`config.mk`:
```
export PLATFORM = sky130hd
export DESIGN_NAME = ring_counter_timing
export DESIGN_NICKNAME = d
export VERILOG_FILES = /design/src/rtl/cpu_ctrl_pkg.sv /design/src/rtl/ring_counter_timing_onehot_to_index.sv /design/src/rtl/ring_counter_timing.sv
export SDC_FILE = /design/constraint.sdc
export NUM_CORES = 1
export LEC_CHECK = 0
export ABC_AREA = 0
export CORE_ASPECT_RATIO = 0.5
export CORE_MARGIN = 10
export CORE_UTILIZATION = 30
export DETAILED_ROUTE_END_ITERATION = 8
export SLEW_MARGIN = 20
export SYNTH_ARGS = -nofsm -noshare
export SYNTH_HDL_FRONTEND = slang
export SYNTH_HIERARCHICAL = 1
export SYNTH_SLANG_ARGS = --single-unit
export TNS_END_PERCENT = 5
```
`constraint.sdc`:
```
create_clock -name clk -period 3.5 [get_ports clk]
set_input_delay 0.525 -clock clk [delete_from_list [all_inputs] [get_ports clk]]
set_output_delay 0.525 -clock clk [all_outputs]
set_load 0.01 [all_outputs]
```
`src/rtl/cpu_ctrl_pkg.sv`:
```
// Shared controller definitions: instruction-length mode encodings, the last
// T-state for each length, and the ring-counter sequencing states.
package cpu_ctrl_pkg;

    // Width of the binary T-state index (T0..T14)
    localparam int RC_IDX_W = 4;

    typedef enum logic [1:0] {
        MODE_1B  = 2'b00,
        MODE_2B  = 2'b01,
        MODE_3B  = 2'b10,
        MODE_RSV = 2'b11
    } mode_t;

    localparam logic [RC_IDX_W-1:0] LAST_T_1B  = 4'd5;
    localparam logic [RC_IDX_W-1:0] LAST_T_2B  = 4'd7;
    localparam logic [RC_IDX_W-1:0] LAST_T_3B  = 4'd13;
    localparam logic [RC_IDX_W-1:0] LAST_T_RSV = 4'd14;

    typedef enum logic [1:0] {
        RC_RUN       = 2'b00,
        RC_HALT      = 2'b01,
        RC_STEP_WAIT = 2'b10
    } rc_state_t;

    // Index of the final T-state of an instruction of the given length
    function automatic logic [RC_IDX_W-1:0] last_t(input mode_t m);
        case (m)
            MODE_1B: last_t = LAST_T_1B;
            MODE_2B: last_t = LAST_T_2B;
            MODE_3B: last_t = LAST_T_3B;
            default: last_t = LAST_T_RSV;
        endcase
    endfunction

endpackage

```
`src/rtl/ring_counter_timing_onehot_to_index.sv`:
```
// One-hot to binary encoder for the T-state ring. valid is low when the input
// has zero or more than one bit set, which the parent uses to force recovery.
module onehot_to_index
    import cpu_ctrl_pkg::*;
#(
    parameter int WIDTH = 15
) (
    input  logic [WIDTH-1:0]    onehot,
    output logic [RC_IDX_W-1:0] index,
    output logic                valid
);

    logic seen;
    logic multi;

    // Encode the set bit position and detect non-one-hot patterns
    always_comb begin
        // NOTE: every output of this block is given a default first so no path leaves it unassigned (no latch).
        index = '0;
        seen  = 1'b0;
        multi = 1'b0;
        for (int i = 0; i < WIDTH; i++) begin
            if (onehot[i]) begin
                multi = multi | seen;
                seen  = 1'b1;
                index = index | RC_IDX_W'(i);
            end
        end
        valid = seen & ~multi;
    end

endmodule

```
`src/rtl/ring_counter_timing.sv`:
```
// T-state generator for the controller sequencer. Advances a one-hot ring each
// clock, wraps at the last T-state of the current instruction length, counts
// retired instructions and freezes on HLT until clear_req or reset.
// Optional feature: define RC_SINGLE_STEP_EN to add step_mode/step_req
// single-step control (advance one T-state per step_req pulse).
module ring_counter_timing
    import cpu_ctrl_pkg::*;
#(
    parameter int RC_WIDTH = 15,
    parameter int COUNT_W  = 16
) (
    input  logic                clk,
    input  logic                reset,
    input  logic [1:0]          mode,
    input  logic                enable_ring_counter,
    input  logic                clear_req,
`ifdef RC_SINGLE_STEP_EN
    input  logic                step_mode,
    input  logic                step_req,
`endif
    output logic [RC_WIDTH-1:0] ring_counter,
    output logic [RC_IDX_W-1:0] t_index,
    output logic                instr_done,
    output logic                halted,
    output logic [COUNT_W-1:0]  instr_count
);

    localparam logic [RC_WIDTH-1:0] T0_ONEHOT = RC_WIDTH'(1);
    localparam logic [RC_IDX_W-1:0] TOP_IDX   = RC_IDX_W'(RC_WIDTH - 1);

    rc_state_t           state_q, state_d;
    logic [RC_WIDTH-1:0] rc_q, rc_d;
    logic [COUNT_W-1:0]  count_q, count_d;
    logic [RC_IDX_W-1:0] idx;
    logic                idx_valid;
    logic                at_last;
    logic                advance_ok;
    rc_state_t           run_state;

    onehot_to_index #(.WIDTH(RC_WIDTH)) u_encode (
        .onehot (rc_q),
        .index  (idx),
        .valid  (idx_valid)
    );

`ifdef RC_SINGLE_STEP_EN
    assign advance_ok = ~step_mode | step_req;
    assign run_state  = step_mode ? RC_STEP_WAIT : RC_RUN;
`else
    assign advance_ok = 1'b1;
    assign run_state  = RC_RUN;
`endif

    // Mode only matters at the last T-state; T14 always wraps so the ring never shifts out
    assign at_last = (idx == last_t(mode_t'(mode))) || (idx == TOP_IDX);

    // Next ring position, sequencing state, retire pulse and count
    always_comb begin
        rc_d       = rc_q;
        state_d    = state_q;
        count_d    = count_q;
        instr_done = 1'b0;
        if (clear_req) begin
            rc_d    = T0_ONEHOT;
            state_d = RC_RUN;
        end else if (!idx_valid) begin
            rc_d = T0_ONEHOT;
        end else begin
            case (state_q)
                RC_HALT: begin
                    // Frozen until clear_req or reset
                end
                default: begin
                    if (!enable_ring_counter) begin
                        state_d = RC_HALT;
                    end else begin
                        state_d = run_state;
                        if (advance_ok) begin
                            if (at_last) begin
                                rc_d       = T0_ONEHOT;
                                instr_done = 1'b1;
                                count_d    = count_q + 1'b1;
                            end else begin
                                rc_d = rc_q << 1;
                            end
                        end
                    end
                end
            endcase
        end
    end

    // State registers with asynchronous active-high reset
    always_ff @(posedge clk or posedge reset) begin
        // NOTE: non-blocking assignments so every register samples pre-edge values.
        if (reset) begin
            rc_q    <= T0_ONEHOT;
            state_q <= RC_RUN;
            count_q <= '0;
        end else begin
            rc_q    <= rc_d;
            state_q <= state_d;
            count_q <= count_d;
        end
    end

    assign ring_counter = rc_q;
    assign t_index      = idx;
    assign halted       = (state_q == RC_HALT);
    assign instr_count  = count_q;

endmodule

```
# Yosys cells after proc, flatten, opt, wreduce, memory -nomap -nowiden
# Cells that the tools add are included.
[totals]
elab_cells = 93
out_inout_bits = 37
ff_bits = 33
inputBits = 6
[classes]
eq_ne = 8
muxes = 58
n_reduce_logical = 6
bitwise_logic = 17
n_addsub = 1
[ops]
columns = ["cell", "count"]
rows = [
  ["$mux 15", 5],
  ["$mux 1", 36],
  ["$mux 4", 7],
  ["$add 16x1->16 const B", 1],
  ["$or 1x1->1", 13],
  ["$mux 3", 4],
  ["$pmux 4 s3", 1],
  ["$mux 2", 5],
  ["$ne 3x3->1 const B", 2],
  ["$reduce_and 5->1", 1],
  ["$eq 2x1->1 const B", 2],
  ["$eq 4x4->1", 1],
  ["$eq 4x4->1 const B", 1],
  ["$reduce_and 2->1", 2],
  ["$not 1->1", 3],
  ["$eq 2x2->1 const B", 1],
  ["$logic_not 2->1", 1],
  ["$ne 2x2->1 const B", 1],
  ["$reduce_bool 2->1", 1],
  ["$and 1x1->1", 1],
  ["$logic_or 1x1->1", 1],
]

# Depth between registers and ports, before layout
# Gate-level depths: netlist of run 1.
[logic_depth]
depth_word = 32
depth_mapped = 9
mapped_depth_nobuf = 8

# By module
# Netlist of run 1, hierarchy kept.
[by_module_without_submodules]
columns = ["module", "area_each_um2", "cells_per_inst", "n_inst"]
rows = [
  ["ring_counter_timing", 1372.6, 109, 1],
  ["onehot_to_index", 216.5, 33, 1],
]

# Worst setup path after synthesis of run 1
# Ideal clock, no wire load.
[synth_timing]
kind = "reg-to-output"
start = "register rc_q[2] (netlist: ring_counter[2])"
end = "output port instr_done"
t_arrival_ps = 2219
path_slack_ps = 756
path_stages_with_launch = 8
required_ps = 2975
cell_sequence = "dfrtp_1 -> or4_4 -> nor4b_2 -> o32ai_1 -> nor3_2 -> nand3b_1 -> nor3_4 -> buf_6"
[synth_via]
elab_chain_len = 29
[synth_lines]
columns = ["element", "line_no", "rtl"]
rows = [
  ["start: declaration", "ring_counter_timing.sv:32", "logic [RC_WIDTH-1:0] rc_q, rc_d;"],
  ["start signal: assignment", "ring_counter_timing.sv:101", "rc_q <= rc_d;"],
  ["$mux 1", "ring_counter_timing_onehot_to_index.sv:23", "if (onehot[i]) begin"],
  ["$or 1x1->1", "ring_counter_timing_onehot_to_index.sv:24", "multi = multi | seen;"],
  ["$mux 1", "ring_counter_timing_onehot_to_index.sv:23", ""],
  ["$or 1x1->1", "ring_counter_timing_onehot_to_index.sv:24", ""],
  ["$mux 1", "ring_counter_timing_onehot_to_index.sv:23", ""],
  ["$or 1x1->1", "ring_counter_timing_onehot_to_index.sv:24", ""],
  ["$mux 1", "ring_counter_timing_onehot_to_index.sv:23", ""],
  ["$or 1x1->1", "ring_counter_timing_onehot_to_index.sv:24", ""],
  ["[... 14 more ...]", "n/a", ""],
  ["$mux 1", "ring_counter_timing_onehot_to_index.sv:23", ""],
  ["$or 1x1->1", "ring_counter_timing_onehot_to_index.sv:24", ""],
  ["$mux 1", "ring_counter_timing_onehot_to_index.sv:23", ""],
  ["$not 1->1", "ring_counter_timing_onehot_to_index.sv:29", "valid = seen & ~multi;"],
  ["$and 1x1->1 *", "ring_counter_timing_onehot_to_index.sv:29", ""],
  ["via idx_valid", "ring_counter_timing.sv:35", "logic idx_valid;"],
  ["$mux 1 *", "ring_counter_timing.sv:66", "end else if (!idx_valid) begin"],
  ["$mux 1 *", "ring_counter_timing.sv:63", "if (clear_req) begin"],
  ["end: declaration", "ring_counter_timing.sv:23", "output logic instr_done,"],
]
# Mark *: on every way through the listed nets, which the timed path passes. The rest lies on a longest branch.

# Worst setup path after layout of run 1
# Same ends and word-level chain as after synthesis.

==> summary.md, run 1 <==
| Metric | Value |
|---|---|
| Clock net sink count | 32 |
| # diodes | 0 |
| Die Wd | around 120 um |
| Status | finished, final reports clean |
| Fillers | 471 |
| Psw | approximately 0.21 mW |
| Fin crit share | 86.4% |
| Die ar. | 8780 um2 |
| Clock share of power | between 30% and 40% |
| Setup TNS | 0 ns |
| Setup crit end kind | output pin |
| Synth cell types | 40 |
| Post-DP HPWL | about 3 mm |
| Die height | approximately 71 um |
| Fin area | 2210 um2 |
| Sequential share of the synthesized area | 50.5% |
| Std cell rows | 18 |
| Hold path depth | 1 |
| CP max FO | 8 |
| Clock root buffer | clkbuf_8 |
| Worst R2R Setup Slack | 0.79 ns |
| Pint | 0.595 mW |
| Clock tree from TritonCTS | yes |
| Port Buffer Count | 42 |
| Cell Pwr Density | between 300 and 400 nW/um2 |
| Synthesized area | 1590 um2 |
| Switch share | between 20% and 30% |
| Setup-failing EPs final | 0 |
| Placer congestion estimate | 0.767 |
| H-tree levels | 2 |
| Final core occ | a little over two fifths |
| Share of cells above drive strength 1 | 13.0% |
| Clock Path Buffers | 2 |
| Via Count | 1,288 |
| Worst r2r src | ring_counter[2] |
| Worst slew pin tran | 0.619 ns |
| Arr. time, crit path | approximately 2.5 ns |
| Worst r2r dst | instr_count[1] |
| Remaining Overflow, GRT | 0 |
| Count of buffer and inverter cells on the critical path | 1 |
| DRC Markers | 0 |
| Gate Count Post-Synth | roughly 140 |
| Slowest Stage Delay on Critical Path | 0.57 ns |
| Crit-path cells | or4_4 > o31ai_1 > o311ai_1 > nor3_2 > nand3b_1 > nor3_4 > dlymetal6s2s_1 |
| Syn nets | around 150 |
| DRT iter0 DRCs | 44 |
| First drt pass iteration count | 4 |
| Core ar. | between 5000 and 6000 um2 |
| Wire length per cell | 15.4 um |
| Hold Crit Endpoint | instr_count[14] |
| Vias per cell | ~4.9 |
| Clock Latency Late Sink | 0.29 ns |
| CTS Buf Count | 5 |
| Worst path top cell family by delay | simple AND/OR/NAND/NOR gates |
| Fin nets | between 150 and 200 |
| Vias in the first global route | 1,247 |
| Yosys Warn Count | 6 |
| Part of the power in registers | 48.2% |
| ANT nets after route | 0 |
| Mean post-synth cell area | 11.2 um2 |
| Worst Hold Launch | instr_count[14] |
| Peak VDD IR | 0.131 mV |
| Fmax | between 300 and 400 MHz |
| Worst-path clk slew | 0.07 ns |
| Min cycle time layout | 3.02 ns |
| Crit Path Class | reg -> out |
| Final non-filler cell total | approximately 260 |
| First-pass GRT wire length | approximately 6.4 mm |
| GRT Total Usage | 9.41% |
| Unrepaired setup endpoints after global routing | false |
| Final worst slack | 0.475 ns |
| Overall routed net length | 4.04 mm |
| Final Slew Violations | 0 |
| DP Area | ~2100 um2 |
| Leakage | just under 1 nW |
| Startpoint Class | register |
| Relative slew margins | between 50% and 60% |
| WP data required | 2.97 ns |
| Synth-to-layout area growth | 38.9% |
| Worst path slowest cell | or4_4 |
| Largest net degree at the start of global routing | 18 |
| Part of the power in combinational logic | roughly 15% |
| Final Hold Viols | 0 |
| Placed Cells | 254 |
| Initial antenna violation count | 0 |
| Initial Utilization | 31.6% |
| MaxCap Viol Count | 0 |
| # IOs | 43 |
| Register bit total from synthesis | 32 |
| Min-Delay Path Class | reg -> reg |
| Clock Skews | 0.00883 ns |
| Reg2Reg Depth | 8 |
| Setup WS pre-CTS | 0.347 ns |
| CP Launch Point | ring_counter[2] |
## final cells by class
cell class              count  area, um2  share of cell area (%)
flip-flops and latches     32        805                    36.5
multi-input cells         103        751                    34.0
repair buffers             47        460                    20.9
well taps                  70       87.6                    3.97
clock buffers               6       82.6                    3.74
inverters                   3       11.3                   0.510
clock inverters             2       10.0                   0.454
## per-layer routing
metal  GRT usage [%]  vias to the layer above  part of all wire [%]
met1            10.9                      614                    45
met3            3.67                        8                   7.0
met2            15.1                       28                    47
li1                -                      638                     -
met5               0                        -                     0
met4            4.29                        0                   1.6
## sequential cells by signal, indices dropped and copies added, names as in the netlist
name,cells
instr_count,16
ring_counter,15
state_q,1
## timing repair
| action | 4_1_cts | 5_1_grt |
|---|---|---|
| hold buffers | 0 | 0 |
| setup endpoints to repair | 0 | 1 |
| endpoints found under the hold margin | 0 | 0 |
| buffers inserted | 0 | 1 |
| gates resized for setup | 0 | 3 |
## power groups by stage
| stage | clock network, mW | logic (mW) | registers, mW |
|---|---|---|---|
| 5_1_grt | 0.328 | 0.138 | 0.391 |
| 3_3_place_gp | 0 | 0.118 | 0.395 |
| 4_1_cts | 0.307 | 0.120 | 0.389 |
| 2_1_floorplan | 0 | 0.0683 | 0.397 |
| 6_report | 0.296 | 0.123 | 0.389 |
| 3_5_place_dp | 0 | 0.119 | 0.396 |
## cells in the mapped netlist (all sizes together)
library cell	number	share of area, %
nor4b	1	0.94
a211oi	1	0.47
and4	1	0.55
xor2	3	1.7
nand4	8	3.1
and2	1	0.47
a21oi	2	0.63
dfstp	1	1.7
a22o	14	7.7
dfrtp	31	49
inv	3	0.71
o311a	1	1.3
and3	5	2.0
and2b	1	0.55
o32ai	1	0.55
nand3	9	2.8
buf	3	1.3
o21ai	1	0.31
maj3	2	1.3
o31ai	1	0.47
nor3b	1	0.47
nand4bb	1	0.71
a21o	1	0.47
or3	1	0.39
o311ai	1	0.55
nand3b	1	0.47
ha	1	0.79
nor4	4	1.6
a22oi	1	0.47
nand2	6	1.4
or4	1	0.71
clkbuf	1	0.24
mux2	1	0.71
nor2	7	1.7
nor3	10	4.2
xnor2	14	7.7
## stage by stage
step | hold slack [ns] | total power, mW
floorplan | 0.499 | 0.466
global placement | 0.462 | 0.513
detailed placement | 0.489 | 0.516
CTS | 0.498 | 0.816
global route | 0.505 | 0.856
finish | 0.490 | 0.808
## cell usage in the layout, fill, tap and decap left out, drive strengths merged, types with 3 or more instances in the layout
cell type and instances:
a22o 14, and3 5, buf 5, clkbuf 6
clkdlybuf4s50 41, dfrtp 31, inv 3, nand2 6
nand3 9, nand4 8, nor2 7, nor3 10
nor4 4, xnor2 14, xor2 3
## worst max path at each step
stage,endpoint,slack (ns),cells past startpoint
after floorplan,instr_done,0.76,7
after CTS,instr_done,0.04,7
final,instr_done,0.48,7
after global placement,instr_done,0.44,7
after detailed placement,instr_done,0.35,7
after global routing,instr_done,0.30,7
## cell families after synthesis
| family | count (synthesis) | synth area share, % |
|---|---|---|
| AO/OA/AOI/OAI | 24 | 13.0 |
| XOR/XNOR | 17 | 9.37 |
| adder cells (fa/ha/maj) | 3 | 2.05 |
| buffers and inverters | 7 | 2.28 |
| flip-flops | 32 | 50.5 |
| multiplexers | 1 | 0.709 |
| AND/OR/NAND/NOR | 58 | 22.1 |
(Power assumes the default switching activity.)
==> run 2, diff against run 1 <==
--- a/config.mk
+++ b/config.mk
@@ -10,6 +10,7 @@
 export CORE_MARGIN = 10
 export CORE_UTILIZATION = 30
 export DETAILED_ROUTE_END_ITERATION = 8
+export GPL_ROUTABILITY_DRIVEN = 0
 export SLEW_MARGIN = 20
 export SYNTH_ARGS = -nofsm -noshare
 export SYNTH_HDL_FRONTEND = slang
==> results of run 2 <==
Same layout as run 1: the final DEF is identical, and so are final timing and power.
==> run 3, diff against run 2 <==
--- a/config.mk
+++ b/config.mk
@@ -11,6 +11,7 @@
 export CORE_UTILIZATION = 30
 export DETAILED_ROUTE_END_ITERATION = 8
 export GPL_ROUTABILITY_DRIVEN = 0
+export REMOVE_ABC_BUFFERS = 1
 export SLEW_MARGIN = 20
 export SYNTH_ARGS = -nofsm -noshare
 export SYNTH_HDL_FRONTEND = slang
==> summary.md, run 3 (synthesis gave the netlist of run 1 again) <==
| Metric | Value |
|---|---|
| Fmax | 332 MHz |
| Vias per cell | between 5 and 6 |
| Clock tree from TritonCTS | yes |
| Die ar. | 8780 um2 |
| Peak VDD IR | around 0.23 mV |
| # IOs | between 40 and 50 |
| Min cycle time layout | 3.02 ns |
| Via Count | approximately 1.3k |
| Part of the power in combinational logic | roughly 14% |
| Slowest Stage Delay on Critical Path | 0.57 ns |
| Clock net sink count | 32 |
| Unrepaired setup endpoints after global routing | false |
| Initial antenna violation count | 0 |
| Reg2Reg Depth | 8 |
| Crit-path cells | or4_4 > o31ai_1 > o311ai_1 > nor3_2 > nand3b_1 > nor3_4 > dlymetal6s2s_1 |
| Hold path depth | 1 |
| DRC Markers | 0 |
| Setup TNS | 0 ns |
| Worst r2r dst | instr_count[1] |
| CTS Buf Count | 5 |
| Final non-filler cell total | about 260 |
| MaxCap Viol Count | 0 |
| Clock Skews | 0.00621 ns |
| Setup crit end | instr_done |
| Max FFs per register | 16 |
| Pint | between 0.6 and 0.7 mW |
| Std cell rows | 18 |
| Worst R2R Setup Slack | 0.78 ns |
| First drt pass iteration count | 4 |
| WP data required | 2.97 ns |
| Clock Path Buffers | 2 |
| H-tree levels | 2 |
| Switch share | roughly 24% |
| Initial Utilization | 31.6% |
| DRT iter0 DRCs | 133 |
| Worst r2r src | ring_counter[2] |
| Post CTS Setup Buffer Count | 0 |
| Final worst slack | about 0.48 ns |
| Relative slew margins | a little over 60% |
| # diodes | 0 |
| Count of buffer and inverter cells on the critical path | 1 |
| Port Buffer Count | 42 |
| Worst path slowest cell | or4_4 |
| Overall routed net length | 4.11 mm |
| Leakage | 0.962 nW |
| ANT nets after route | 0 |
| Setup WS pre-CTS | 0.398 ns |
| Final Slew Violations | 0 |
| Setup crit end kind | output pin |
| CP max FO | 8 |
| Status | finished, final reports clean |
| Worst slew pin tran | 0.564 ns |
| WP depth | 7 |
| Fin nets | 198 |
| Startpoint Class | register |
| Share of cells above drive strength 1 | a little under an eighth |
| First-pass GRT wire length | 6.94 mm |
| Die height | 71.5 um |
| Remaining Overflow, GRT | 0 |
| Crit Path Class | reg -> out |
| Setup-failing EPs final | 0 |
| GRT Total Usage | 9.85% |
| Clock Latency Late Sink | 0.28 ns |
| Part of the power in registers | a little under half |
| Commonest non-fill, non-tap cells in the layout | clkdlybuf4s50_1, dfrtp_1, xnor2_1, a22o_1, nand3_1 |
| Vias in the first global route | 1,326 |
| Clock share of power | between 40% and 50% |
| Final Hold Viols | 0 |
| Arr. time, crit path | 2.49 ns |
| Post-DP HPWL | around 3.0 mm |
| CP Launch Point | ring_counter[2] |
| Clock root buffer | clkbuf_8 |
| Worst path top cell family by delay | simple AND/OR/NAND/NOR gates |
| Placed Cells | 254 |
| Wire length per cell | 15.7 um |
| Die Wd | 123 um |
| Min-Delay Path Class | reg -> reg |
| Fin crit share | ~86% |
| Psw | 0.205 mW |
| Fillers | approximately 460 |
| Core ar. | roughly 5000 um2 |
| Worst-path clk slew | 0.07 ns |
| Commonest non-fill, non-tap cell in the layout | clkdlybuf4s50_1 |
| Largest net degree at the start of global routing | 18 |
| Synth-to-layout area growth | 39.4% |
| Cell Pwr Density | 384 nW/um2 |
==> run 3: what timing repair did <==
item | 4_1_cts | 5_1_grt
gates resized for setup | 0 | 3
hold buffers | 0 | 0
setup endpoints to repair | 0 | 1
hold endpoints to repair | 0 | 0
==> run 3: how the worst min path moves through the flow <==
stage / from / to / slack (ns)
after CTS: instr_count[15] / instr_count[15] / 0.49
after global placement: instr_count[15] / instr_count[15] / 0.47
after global routing: instr_count[15] / instr_count[15] / 0.52
after floorplan: ring_counter[0] / ring_counter[0] / 0.50
after detailed placement: instr_count[15] / instr_count[15] / 0.47
final: instr_count[15] / instr_count[15] / 0.48
==> run 3: power groups by stage <==
stage / sequential, mW / clock (mW) / combinational [mW]
after floorplan: 0.397 / 0 / 0.0657
after global placement: 0.396 / 0 / 0.117
after detailed placement: 0.396 / 0 / 0.118
after CTS: 0.389 / 0.352 / 0.118
after global routing: 0.391 / 0.371 / 0.130
final: 0.390 / 0.344 / 0.117
==> run 3: area by class of cell <==
cell class,count,area [um2],share of cell area (%)
clock buffers,6,72.6,3.28
clock inverters,2,35.0,1.58
inverters,3,11.3,0.508
multi-input cells,103,751,33.9
flip-flops and latches,32,805,36.3
well taps,70,87.6,3.95
repair buffers,46,453,20.5
==> run 3: routing by layer <==
layer  vias up  wire length [um]  GRT usage, %
met5         -                 0             0
met4         0                28          3.77
met3         2               292          3.60
met2        47              2120          16.2
met1       649              1670          11.5
li1        638                 -             -
==> run 3: stage by stage <==
step	hold WS [ns]	util (%)	power, mW	area [um2]
after global routing	0.521	44.1	0.892	2210
after detailed placement	0.472	41.9	0.514	2100
after floorplan	0.499	-	0.463	1560
after global placement	0.471	41.9	0.513	2100
final	0.485	44.1	0.850	2210
after CTS	0.488	44.0	0.859	2210
